$ cat src/rtl/frame_pkg.sv
`default_nettype none
// ---------------------------------------------------------------------------
// frame_pkg: state encoding and link constants shared by generator/receiver
// Rev 1.0
// ---------------------------------------------------------------------------
package frame_pkg;

  typedef enum logic [1:0] {
    HUNT_ZERO = 2'd0,
    HUNT_ONE  = 2'd1,
    CAPTURE   = 2'd2,
    PAYLOAD   = 2'd3
  } state_t;

  localparam int ZERO_LEN_TX = 32;
  localparam int ONES_LEN    = 8;
  localparam int SEQ_LEN     = 8;

endpackage
`default_nettype wire

$ cat src/rtl/frame_sync_rx_run_counter.sv
`default_nettype none
// ---------------------------------------------------------------------------
// run_counter: saturating run-length counter; clr+inc together loads 1
// Rev 1.0
// ---------------------------------------------------------------------------
module run_counter #(
  parameter int WIDTH = 8
) (
  input  logic             clk,
  input  logic             reset,
  input  logic             clr,
  input  logic             inc,
  output logic [WIDTH-1:0] count
);

  always_ff @(posedge clk) begin
    if (reset) begin
      count <= '0;
    end else if (clr) begin
      count <= inc ? {{(WIDTH-1){1'b0}}, 1'b1} : '0;
    end else if (inc && (count != '1)) begin
      count <= count + {{(WIDTH-1){1'b0}}, 1'b1};
    end
  end

endmodule
`default_nettype wire

$ cat src/rtl/frame_sync_rx.sv
`default_nettype none
// ---------------------------------------------------------------------------
// frame_sync_rx: header hunter, first-sequence capture and payload forwarder
// Rev 1.0
// ---------------------------------------------------------------------------
module frame_sync_rx #(
  parameter int ZERO_MIN    = 16,
  parameter int ONES_LEN    = frame_pkg::ONES_LEN,
  parameter int SEQ_LEN     = frame_pkg::SEQ_LEN,
  parameter int PAYLOAD_LEN = 0
) (
  input  logic        clk,
  input  logic        reset,
  input  logic        bit_en,
  input  logic        data_in,
  input  logic        resync,
  output logic        locked,
  output logic        sync_found,
  output logic [7:0]  first_sequence,
  output logic        first_seq_valid,
  output logic        data_out,
  output logic        data_valid,
  output logic        frame_done,
  output logic [15:0] bit_count
);

  import frame_pkg::*;

  localparam logic [7:0]  ZERO_MIN_C = 8'(ZERO_MIN);
  localparam logic [7:0]  ONES_LAST  = 8'(ONES_LEN - 1);
  localparam logic [2:0]  SEQ_LAST   = 3'(SEQ_LEN - 1);
  localparam logic [15:0] PAY_LEN_C  = 16'(PAYLOAD_LEN);

  state_t      state, state_n;
  logic [7:0]  zero_cnt, ones_cnt;
  logic        zero_clr, zero_inc, ones_clr, ones_inc;
  logic [2:0]  cap_idx, cap_idx_n;
  logic [15:0] bit_count_n, bit_count_inc;
  logic [7:0]  first_seq_n;
  logic        fsv_n, data_out_n, data_valid_n, sync_n, frame_done_n;
  logic        header_done;

  run_counter #(.WIDTH(8)) u_zero_cnt (
    .clk   (clk),
    .reset (reset),
    .clr   (zero_clr),
    .inc   (zero_inc),
    .count (zero_cnt)
  );

  run_counter #(.WIDTH(8)) u_ones_cnt (
    .clk   (clk),
    .reset (reset),
    .clr   (ones_clr),
    .inc   (ones_inc),
    .count (ones_cnt)
  );

  assign locked = (state == CAPTURE) || (state == PAYLOAD);

  always_comb begin
    state_n       = state;
    cap_idx_n     = cap_idx;
    bit_count_n   = bit_count;
    first_seq_n   = first_sequence;
    fsv_n         = first_seq_valid;
    data_out_n    = data_out;
    data_valid_n  = 1'b0;
    sync_n        = 1'b0;
    frame_done_n  = 1'b0;
    zero_clr      = 1'b0;
    zero_inc      = 1'b0;
    ones_clr      = 1'b0;
    ones_inc      = 1'b0;
    header_done   = 1'b0;
    bit_count_inc = (bit_count == 16'hFFFF) ? bit_count : bit_count + 16'd1;

    if (resync) begin
      state_n     = HUNT_ZERO;
      zero_clr    = 1'b1;
      ones_clr    = 1'b1;
      cap_idx_n   = 3'd0;
      bit_count_n = 16'd0;
      fsv_n       = 1'b0;
      first_seq_n = 8'h00;
    end else if (bit_en) begin
      case (state)
        HUNT_ZERO: begin
          if (!data_in) begin
            zero_inc = 1'b1;
          end else begin
            zero_clr = 1'b1;
            if (zero_cnt >= ZERO_MIN_C) begin
              ones_clr = 1'b1;
              ones_inc = 1'b1;
              if (ONES_LEN == 1) header_done = 1'b1;
              else               state_n     = HUNT_ONE;
            end
          end
        end
        HUNT_ONE: begin
          if (data_in) begin
            ones_inc = 1'b1;
            if (ones_cnt == ONES_LAST) header_done = 1'b1;
          end else begin
            // The violating zero starts the next zero run.
            state_n  = HUNT_ZERO;
            zero_clr = 1'b1;
            zero_inc = 1'b1;
          end
        end
        CAPTURE: begin
          data_out_n                 = data_in;
          data_valid_n               = 1'b1;
          bit_count_n                = bit_count_inc;
          first_seq_n[3'd7 - cap_idx] = data_in;
          cap_idx_n                  = cap_idx + 3'd1;
          if (cap_idx == SEQ_LAST) begin
            fsv_n = 1'b1;
            if (PAYLOAD_LEN == SEQ_LEN) begin
              frame_done_n = 1'b1;
              state_n      = HUNT_ZERO;
            end else begin
              state_n = PAYLOAD;
            end
          end
        end
        PAYLOAD: begin
          data_out_n   = data_in;
          data_valid_n = 1'b1;
          bit_count_n  = bit_count_inc;
          if ((PAYLOAD_LEN != 0) && (bit_count_inc == PAY_LEN_C)) begin
            frame_done_n = 1'b1;
            state_n      = HUNT_ZERO;
          end
        end
        default: state_n = HUNT_ZERO;
      endcase

      if (header_done) begin
        state_n     = CAPTURE;
        sync_n      = 1'b1;
        first_seq_n = 8'h00;
        fsv_n       = 1'b0;
        bit_count_n = 16'd0;
        cap_idx_n   = 3'd0;
      end
    end
  end

  always_ff @(posedge clk) begin
    if (reset) begin
      state           <= HUNT_ZERO;
      cap_idx         <= 3'd0;
      bit_count       <= 16'd0;
      first_sequence  <= 8'h00;
      first_seq_valid <= 1'b0;
      data_out        <= 1'b0;
      data_valid      <= 1'b0;
      sync_found      <= 1'b0;
      frame_done      <= 1'b0;
    end else begin
      state           <= state_n;
      cap_idx         <= cap_idx_n;
      bit_count       <= bit_count_n;
      first_sequence  <= first_seq_n;
      first_seq_valid <= fsv_n;
      data_out        <= data_out_n;
      data_valid      <= data_valid_n;
      sync_found      <= sync_n;
      frame_done      <= frame_done_n;
    end
  end

endmodule
`default_nettype wire

$ cat config.mk
export PLATFORM = sky130hd
export DESIGN_NAME = frame_sync_rx
export DESIGN_NICKNAME = d
export VERILOG_FILES = /design/src/rtl/frame_pkg.sv /design/src/rtl/frame_sync_rx_run_counter.sv /design/src/rtl/frame_sync_rx.sv
export SDC_FILE = /design/constraint.sdc
export NUM_CORES = 1
export LEC_CHECK = 0
export CORE_MARGIN = 10
export CORE_UTILIZATION = 40
export CTS_BUF_LIST = sky130_fd_sc_hd__clkbuf_16
export DETAILED_ROUTE_END_ITERATION = 7
export PLACE_DENSITY = 0.73
export SLEW_MARGIN = 20
export SYNTH_ARGS = -nofsm -noshare
export SYNTH_HDL_FRONTEND = slang
export SYNTH_SLANG_ARGS = --single-unit
$ cat constraint.sdc
create_clock -name clk -period 2.6 [get_ports clk]
set_input_delay 0.52 -clock clk [delete_from_list [all_inputs] [get_ports clk]]
set_output_delay 0.52 -clock clk [all_outputs]
set_load 0.03 [all_outputs]
Word level (Yosys, flattened, before mapping)
Cells that the tools add are included.
{"block": "word_totals", "output_inout_bits": 30, "reg_bits": 49}
{"block": "classes", "reduce_logical": 20, "n_eq_ne": 13, "order_cmp": 3, "bitwise": 2, "add_sub_neg": 5, "n_mux": 48}
{"operator": "two-way mux 16 bit", "count": 3}
{"operator": "two-way mux 8 bit", "count": 6}
{"operator": "two-way mux 1 bit", "count": 27}
{"operator": "adder 16 x 1 -> 16 bit (second input constant)", "count": 1}
{"operator": "adder 8 x 1 -> 8 bit (second input constant)", "count": 2}
{"operator": "equality test 16 bit (second input constant)", "count": 1}
{"operator": "!= test 8 bit (second input constant)", "count": 2}
{"operator": "two-way mux 2 bit", "count": 5}
{"operator": "nonzero test 2 bit", "count": 5}
{"operator": "!= test 3 bit (second input constant)", "count": 3}
{"operator": "AND reduction 3 bit", "count": 3}
{"operator": "bitwise mux 8 bit", "count": 1}
{"operator": "equality test 8 x 3 -> 1 bit (second input constant)", "count": 1}
{"operator": "greater-or-equal comparator 8 x 5 -> 1 bit (second input constant)", "count": 1}
{"operator": "two-way mux 3 bit", "count": 2}
{"operator": "case mux 2 bit (3 select lines)", "count": 1}
{"operator": "AND reduction 6 bit", "count": 1}
{"operator": "OR reduction 2 bit", "count": 3}
{"operator": "equality test 2 bit (second input constant)", "count": 2}
{"operator": "< comparator 3 x 4 -> 1 bit (second input constant)", "count": 1}
{"operator": "case mux 1 bit (2 select lines)", "count": 2}
{"operator": "nonzero test 4 bit", "count": 1}
{"operator": "adder 3 x 1 -> 3 bit (second input constant)", "count": 1}
{"operator": "demux 1 bit (select 3 bit)", "count": 1}
{"operator": "12 further kinds", "count": 15}

Logic depth before layout (Yosys ltp)
Gate-level depths: netlist of run 1.
{"block": "depth", "depth_word": 9, "depth_mapped": 7, "ltp_nobuf": 5}

Cells and area by module
Synthesis of run 1 repeated with hierarchy kept, for this count alone.
{"block": "unflattened", "cells_unflattened": 327, "area_unflattened_um2": 2786.4}
{"module": "frame_sync_rx", "cells_each": 221, "instances": 1, "seq_area_each_um2": 660.6, "area_each_um2": 1898.1}
{"module": "run_counter", "cells_each": 53, "instances": 2, "seq_area_each_um2": 160.2, "area_each_um2": 444.2}

Worst setup path before layout of run 1
No wires, ideal clock.
{"block": "synth_timing", "kind": "in2reg", "start": "input port data_in", "end": "register u_zero_cnt.count[5]", "t_arrival_ns": 2.104, "path_slack_ns": 0.425, "stages": 6, "setup_ns": 0.071, "cell_sequence": "buf_6 > or4b_4 > buf_6 > or2_4 > or4_1 > a21oi_1"}
{"block": "synth_between", "elab_chain_len": 6, "elab_cells_between_ends": 11}
{"item": "start: declaration", "line": "frame_sync_rx.sv:15", "text": "input logic data_in,"}
{"item": "two-way mux 1 bit", "line": "frame_sync_rx.sv:89, frame_sync_rx.sv:102"}
{"item": "two-way mux 1 bit"}
{"item": "two-way mux 1 bit", "line": "frame_sync_rx.sv:86", "text": "end else if (bit_en) begin"}
{"item": "two-way mux 1 bit", "line": "frame_sync_rx.sv:78", "text": "if (resync) begin"}
{"item": "logical AND 1 bit", "line": "frame_sync_rx_run_counter.sv:21", "text": "end else if (inc && (count != '1)) begin"}
{"item": "nonzero test 2 bit (no source line)"}
{"item": "end signal: assignment", "line": "frame_sync_rx_run_counter.sv:20", "text": "count <= inc ? {{(WIDTH-1){1'b0}}, 1'b1} : '0;"}
{"item": "end signal: assignment", "line": "frame_sync_rx_run_counter.sv:22", "text": "count <= count + {{(WIDTH-1){1'b0}}, 1'b1};"}
{"item": "end: declaration", "line": "frame_sync_rx_run_counter.sv:13", "text": "output logic [WIDTH-1:0] count"}
Several ways; a longest one is shown, not always the timed one.
A chain may end at the register's enable or synchronous reset.

Final worst setup path of run 1
{"block": "layout_timing", "start": "input port data_in", "end": "register u_ones_cnt.count[0]"}
{"block": "layout_between", "elab_chain_len": 6, "elab_cells_between_ends": 12}
{"item": "two-way mux 1 bit, on equally long branches", "line": "frame_sync_rx.sv:102, frame_sync_rx.sv:89"}
{"item": "case mux 1 bit (2 select lines)", "line": "frame_sync_rx.sv:87", "text": "case (state)"}
{"item": "two-way mux 1 bit", "line": "frame_sync_rx.sv:86"}
{"item": "two-way mux 1 bit", "line": "frame_sync_rx.sv:78"}
{"item": "two-way mux 1 bit or logical AND 1 bit (tied branches)", "line": "frame_sync_rx_run_counter.sv:20, frame_sync_rx_run_counter.sv:21"}
{"item": "two-way mux 8 bit or nonzero test 2 bit (tied branches)"}
{"item": "end signal: assignment", "line": "frame_sync_rx_run_counter.sv:20"}
{"item": "end signal: assignment", "line": "frame_sync_rx_run_counter.sv:22"}
{"item": "end: declaration", "line": "frame_sync_rx_run_counter.sv:13"}
Several ways; a longest one is shown, not always the timed one.

==> summary.md, run 1 <==
| Metric | Value |
|---|---|
| Status | finished, final reports clean |
| N_diodes | 0 |
| Adder-cell share of the synthesized area | 0.0285 |
| Mapped Cells | around 320 |
| Post-CTS Setup Repair Bufs | 0 |
| CP Max Fanout | 11 |
| Slowest stage delay, CP | 0.48 ns |
| WHS Path Cells | 1 |
| YS warnings | 0 |
| Via count | 2,534 |
| Initial Util | 0.412 |
| Row count | 29 |
| Max-slew violation count | 0 |
| Vias in the first global route | between 2,000 and 2,500 |
| Synth Cell Area | around 0.0026 mm2 |
| R2R Path End | u_zero_cnt.count[5] |
| Worst-Skew Late Latency | about 0.30 ns |
| Remaining global-route overflow | 0 |
| Area of the die | between 0.01 and 0.015 mm2 |
| Min Tclk post-route | 2.18 ns |
| Synth Area per Inst | just over 8 um2 |
| Cell taking the most area after synthesis | dfxtp_1 |
| Top-count cell post-synth | dfxtp_1 |
| Worst Setup EP | u_ones_cnt.count[0] |
| 1st-pass router iterations | 4 |
| Post-synthesis async set-or-reset flop share | 0 |
| Antenna-violating nets left | 0 |
| Fillers | roughly 600 |
| Design area | roughly 0.0032 mm2 |
| Largest net degree at the start of global routing | 23 |
| Post-synth top area share | 0.372 |
| Slew headroom | 0.511 |
| Main combinational cell family by area after synthesis | simple AND/OR/NAND/NOR gates |
| DRC violations left | 0 |
| Peak VDD IR | roughly 0.3 mV |
| Critical path origin | data_in |
| WL per Instance | around 15 um |
| Antenna violations before repair | 0 |
| Sequential-to-total area share from yosys stat | 0.372 |
| Reg2reg start | state[1] |
| Nets | around 360 |
| Post-synth EDFFs | 0 |
| Syn Nets | between 300 and 400 |
| Total Wirelength | ~6.4 mm |
| Worst-path clk slew | 0.07 ns |
| Synthesized-area fraction occupied by and/or/nand/nor cells | 0.301 |
| RSZ-0062 raised after global routing | no |
| Clock buffer depth | 2 |
| Period utilisation layout | 0.840 |
| Worst Setup Start Kind | input pin |
| Hold Crit Class | register to register |
| GPL Wtd Cong | between 0.8 and 0.9 |
| Compound-gate portion of the synthesized area | 0.212 |
| First-pass GRT wire length | between 10 and 15 mm |
| Pre-CTS setup slack | around 0.12 ns |
| Resized cells post-CTS | 0 |
| # IOs | 35 |
| Hold_buf cts | 0 |
| Cell depth of the worst setup path | 7 |
| Post-synthesis xor/xnor area fraction | 0.0133 |
| Most used DFF post-synth | dfxtp_1 |
| Final WS setup | roughly 0.42 ns |
| Critical Path RT | approximately 2.8 ns |
| Synth Register Bits | 49 |
| DP HPWL | 4.72 mm |
| Clock Sink Count | ~50 |
| Slowest cell on crit path | clkdlybuf4s50_1 |
| Synth top area cells | dfxtp_1 37%, or4_1 4.3%, a21oi_1 4.2%, nand2_1 3.6%, nor2_1 3.6% |
| Fmax | between 400 and 500 MHz |
| CORE AREA | ~0.0064 mm2 |
| Die width | slightly above 100 um |
| CTS root buf | clkbuf_16 |
| Setup TNS | 0 ns |
| Number of port buffers | 33 |
| Register-to-Register Path Depth | 4 |
| Die H | approximately 100 um |
| H-Tree Level Count | 2 |
| Layout area overhead | 22.2% |
| Drt initial violations | 167 |
| CP arrival | roughly 2.4 ns |
| Fraction of synthesized area in multiplexers | 0.0266 |
| Number of buffers created by CTS | 5 |
| CP top delay family | buffers and inverters |
| Pwr Density | slightly below 500 mW/mm2 |
| Via/cell ratio | about 6 |
| Total GRT Usage | 0.127 |
| Netlist cell types | 53 |
| Final setup fails | 0 |
| Maxcap violations | 0 |
| CP Cell Sequence | clkdlybuf4s50_1 -> buf_4 -> nand3b_1 -> a211o_1 -> buf_4 -> or3_1 -> a31oi_1 |
| Worst-Margin Slew | roughly 0.73 ns |
| Bufs and invs on worst path | 3 |
| Leakage power | slightly above 1 nW |
| Critical Path Most Common Cell | buf_4 |
| Crit path capture type | register |
| TritonCTS clock tree | yes |
| Placed inst area | between 0.003 and 0.004 mm2 |
| Top post-synthesis cells by count | 49 x dfxtp_1, 25 x nand2_1, 25 x nor2_1, 22 x a21oi_1, 18 x nand3_1 |
| Total Power | 1.56 mW |
| R2R Setup Slk | about 0.55 ns |
| Final hold vios | 0 |
| Crit path kind | input pin to register |
| Clk_skew | around 0.009 ns |
| Share of layout cells above drive strength 1 | 0.0767 |
worst min-delay path by stage:
| stage | from | end | slack, ns |
|---|---|---|---|
| 2_1_floorplan | u_ones_cnt.count[6] | u_ones_cnt.count[6] | 0.45 |
| 3_3_place_gp | first_sequence[7] | first_sequence[7] | 0.46 |
| 3_5_place_dp | first_sequence[3] | first_sequence[3] | 0.47 |
| 4_1_cts | first_sequence[3] | first_sequence[3] | 0.49 |
| 5_1_grt | first_sequence[7] | first_sequence[7] | 0.51 |
| 6_report | first_sequence[3] | first_sequence[3] | 0.48 |
metrics by stage:
step                      hold WS (ns)  utilization  std cells
after floorplan                  0.454            -        319
after global placement           0.464        0.477        421
after detailed placement         0.471        0.477        421
after CTS                        0.488        0.504        429
after global routing             0.512        0.504        429
final                            0.481        0.504        429
placed cells by master (no fill, tap or decap), types with 2 or more instances in the layout:
cell type / Yosys / routed
buf_4: 1 / 10
dfxtp_1: 49 / 49
nand2_1: 25 / 25
and2_1: 2 / 2
or3_1: 10 / 10
a211oi_1: 4 / 4
a31o_1: 2 / 2
a31oi_1: 3 / 3
nand3_1: 18 / 18
or4_1: 15 / 15
nor3_1: 15 / 15
a21oi_1: 22 / 22
clkdlybuf4s50_1: 0 / 33
o21ai_0: 14 / 14
o31ai_1: 12 / 12
mux2i_1: 7 / 7
nand2b_1: 4 / 4
nor2_1: 25 / 25
nor4_1: 3 / 3
and3b_1: 2 / 2
xnor2_1: 3 / 3
nand3b_1: 2 / 2
inv_1: 8 / 8
nand4_1: 7 / 7
and4_1: 3 / 3
a311oi_1: 3 / 3
and3_1: 4 / 4
ha_1: 6 / 6
clkbuf_16: 0 / 5
o211ai_1: 5 / 5
nand4b_1: 2 / 2
o41ai_1: 3 / 3
a31o_2: 5 / 5
cell type report:
class                   instances  area, um2  area share
repair buffers                 43        405       0.126
clock buffers                   5        125      0.0389
well taps                      77       96.3      0.0299
flip-flops and latches         49        981       0.305
clock inverters                 3       46.3      0.0144
inverters                       8       30.0     0.00933
multi-input cells             244       1540       0.477
power breakdown:
group | total, mW | internal (mW) | switching [mW]
Combinational | 0.0576 | 0.0216 | 0.0359
Sequential | 0.752 | 0.751 | 0.00132
Clock | 0.752 | 0.456 | 0.296
state kept, by name, indices dropped and copies added (netlist names):
register,count
bit_count,16
cap_idx,3
data_out,1
data_valid,1
first_seq_valid,1
first_sequence,8
state,2
sync_found,1
u_ones_cnt.count,8
u_zero_cnt.count,8
routing by layer:
| metal | part of all wire | GRT usage | vias up |
|---|---|---|---|
| met4 | 0.016 | 0.0493 | 0 |
| met2 | 0.48 | 0.219 | 55 |
| li1 | - | - | 1282 |
| met3 | 0.056 | 0.0300 | 9 |
| met1 | 0.44 | 0.149 | 1188 |
| met5 | 0 | 0 | - |
cells by family after synthesis:
logic type	after synthesis
flip-flops	49
multiplexers	7
buffers and inverters	26
AND/OR/NAND/NOR	143
other	1
AO/OA/AOI/OAI	83
XOR/XNOR	4
adder cells (fa/ha/maj)	6
Note: power is estimated with default switching activity, not from simulation.
==> run 2: changes to the inputs <==
--- a/config.mk
+++ b/config.mk
@@ -9,7 +9,7 @@
 export CORE_UTILIZATION = 40
 export CTS_BUF_LIST = sky130_fd_sc_hd__clkbuf_16
 export DETAILED_ROUTE_END_ITERATION = 7
-export PLACE_DENSITY = 0.73
+export PLACE_DENSITY = 0.75
 export SLEW_MARGIN = 20
 export SYNTH_ARGS = -nofsm -noshare
 export SYNTH_HDL_FRONTEND = slang
==> constraint.sdc (replaced) <==
create_clock -name clk -period 2 [get_ports clk]
set_input_delay 0.4 -clock clk [delete_from_list [all_inputs] [get_ports clk]]
set_output_delay 0.4 -clock clk [all_outputs]
set_load 0.03 [all_outputs]
==> run 2 against run 1 <==
Net effect:
- non-clock buffer count up 22
- critical path depth is 3 lower
- hold slack improved by 0.0034 ns
- via count up 5.8%
- sequential power is 30% higher
- worst setup slack got worse by 0.31 ns
- largest power group unchanged
- first-iteration DRC count shrank 26%
- sequential cell count did not move
==> summary.md, run 2 (synthesis results as in run 1) <==
| Metric | Value |
|---|---|
| Status | finished, final reports clean |
| Die H | just over 100 um |
| Placed inst area | between 0.003 and 0.004 mm2 |
| Antenna-violating nets left | 0 |
| Clk_skew | around 0.008 ns |
| Fillers | 592 |
| Fmax | 529 MHz |
| Via count | 2,680 |
| DRC violations left | 0 |
| Maxcap violations | 0 |
| RSZ-0062 raised after global routing | no |
| CP arrival | 2.11 ns |
| Largest net degree at the start of global routing | 19 |
| Number of port buffers | 33 |
| # IOs | 35 |
| Remaining global-route overflow | 0 |
| Drt initial violations | 123 |
| Via/cell ratio | slightly below 6 |
| CP Max Fanout | 5 |
| Peak VDD IR | between 0.3 and 0.4 mV |
| N_diodes | 0 |
| Final setup fails | 0 |
| CTS root buf | clkbuf_16 |
| TritonCTS clock tree | yes |
| Hold_buf cts | 0 |
| WL per Instance | about 15 um |
| Commonest non-fill, non-tap cell in the layout | dfxtp_1 |
| Design area | around 0.0034 mm2 |
| Vias in the first global route | between 2,000 and 3,000 |
| Final hold vios | 0 |
| Area of the die | between 0.01 and 0.015 mm2 |
| Pwr Density | 560 mW/mm2 |
| Top reg by flops | bit_count |
| Most frequent cells in the layout | 49 x dfxtp_1, 32 x buf_4, 29 x clkdlybuf4s50_1, 25 x nor2_1, 25 x nand2_1 |
| Number of buffers created by CTS | 5 |
| Nets | 384 |
| Max reg flops | 16 |
| CORE AREA | approximately 0.0064 mm2 |
| Worst Setup Start Kind | register |
| Cells after DPL | 442 |
| Total GRT Usage | 0.136 |
| Layout area overhead | 27.9% |
| Worst hold slack | 0.485 ns |
| Die width | 101 um |
| Worst-Skew Late Latency | roughly 0.29 ns |
| Worst-path clk slew | 0.07 ns |
| Pre-CTS setup slack | -0.358 ns |
| Clock buffer depth | 2 |
| Period utilisation layout | 0.945 |
| Critical Path RT | ~2.2 ns |
| Crit path kind | register to register |
| Clock Sink Count | 49 |
| Max-slew violation count | 0 |
| Final WS setup | around 0.11 ns |
| DP HPWL | around 5.1 mm |
| GPL Wtd Cong | a little under 0.9 |
| Antenna violations before repair | 0 |
| Row count | 29 |
| Total Power | roughly 1.9 mW |
| 1st-pass router iterations | 4 |
| Share of layout cells above drive strength 1 | 0.142 |
| Hold Crit Class | register to register |
| Total Wirelength | roughly 6.9 mm |
| Post-route insts no fill | about 450 |
| Min Tclk post-route | between 1.5 and 2 ns |
| Initial Util | 0.412 |
| First-pass GRT wire length | about 12 mm |
| Crit path capture type | register |
| H-Tree Level Count | 2 |
| Leakage power | between 1 and 1.5 nW |
[run 2: power breakdown]
group	internal (mW)	switching [mW]
clock network	0.455	0.363
registers	0.977	0.00174
logic	0.0394	0.0524
[run 2: metrics by stage]
step,TNS [ns],utilization
after floorplan,-0.0195,-
after global placement,-3.84,0.502
after detailed placement,-5.54,0.502
after CTS,0,0.526
after global routing,0,0.528
final,0,0.528
[run 2: routing by layer]
metal,part of all wire,up-vias,wire [um],global-route usage
met5,0,-,0,0
li1,-,1327,-,-
met4,0.015,0,102,0.0439
met1,0.44,1284,3000,0.155
met3,0.051,8,355,0.0395
met2,0.50,61,3440,0.240
[run 2: final timing paths]
kind	from	end	slack [ns]	depth (start not counted)
hold / removal	first_sequence[5]	first_sequence[5]	0.48	1
hold reg to reg	first_sequence[5]	first_sequence[5]	0.48	1
setup reg to reg	state[1]	u_zero_cnt.count[5]	0.11	4
setup / recovery	state[1]	u_zero_cnt.count[5]	0.11	4
[run 2: repair_timing]
action	4_1_cts	5_1_grt
setup endpoints to repair	3	5
setup buffers	1	0
pin swaps	3	0
cloned	0	0
gates resized for setup	7	2
[run 2: final cells by class]
class	count	area, um2	share of cell area
multi-input cells	244	1560	0.462
flip-flops and latches	49	981	0.291
repair buffers	65	566	0.168
clock buffers	5	125	0.0371
well taps	77	96.3	0.0286
inverters	8	30.0	0.00891
clock inverters	3	13.8	0.00408
[run 2: critical path, stage by stage, from the launching register on]
cell,delay (ns)
dfxtp_1,0.35
or4b_4,0.55
or2_4,0.27
or4_4,0.51
a21oi_2,0.15
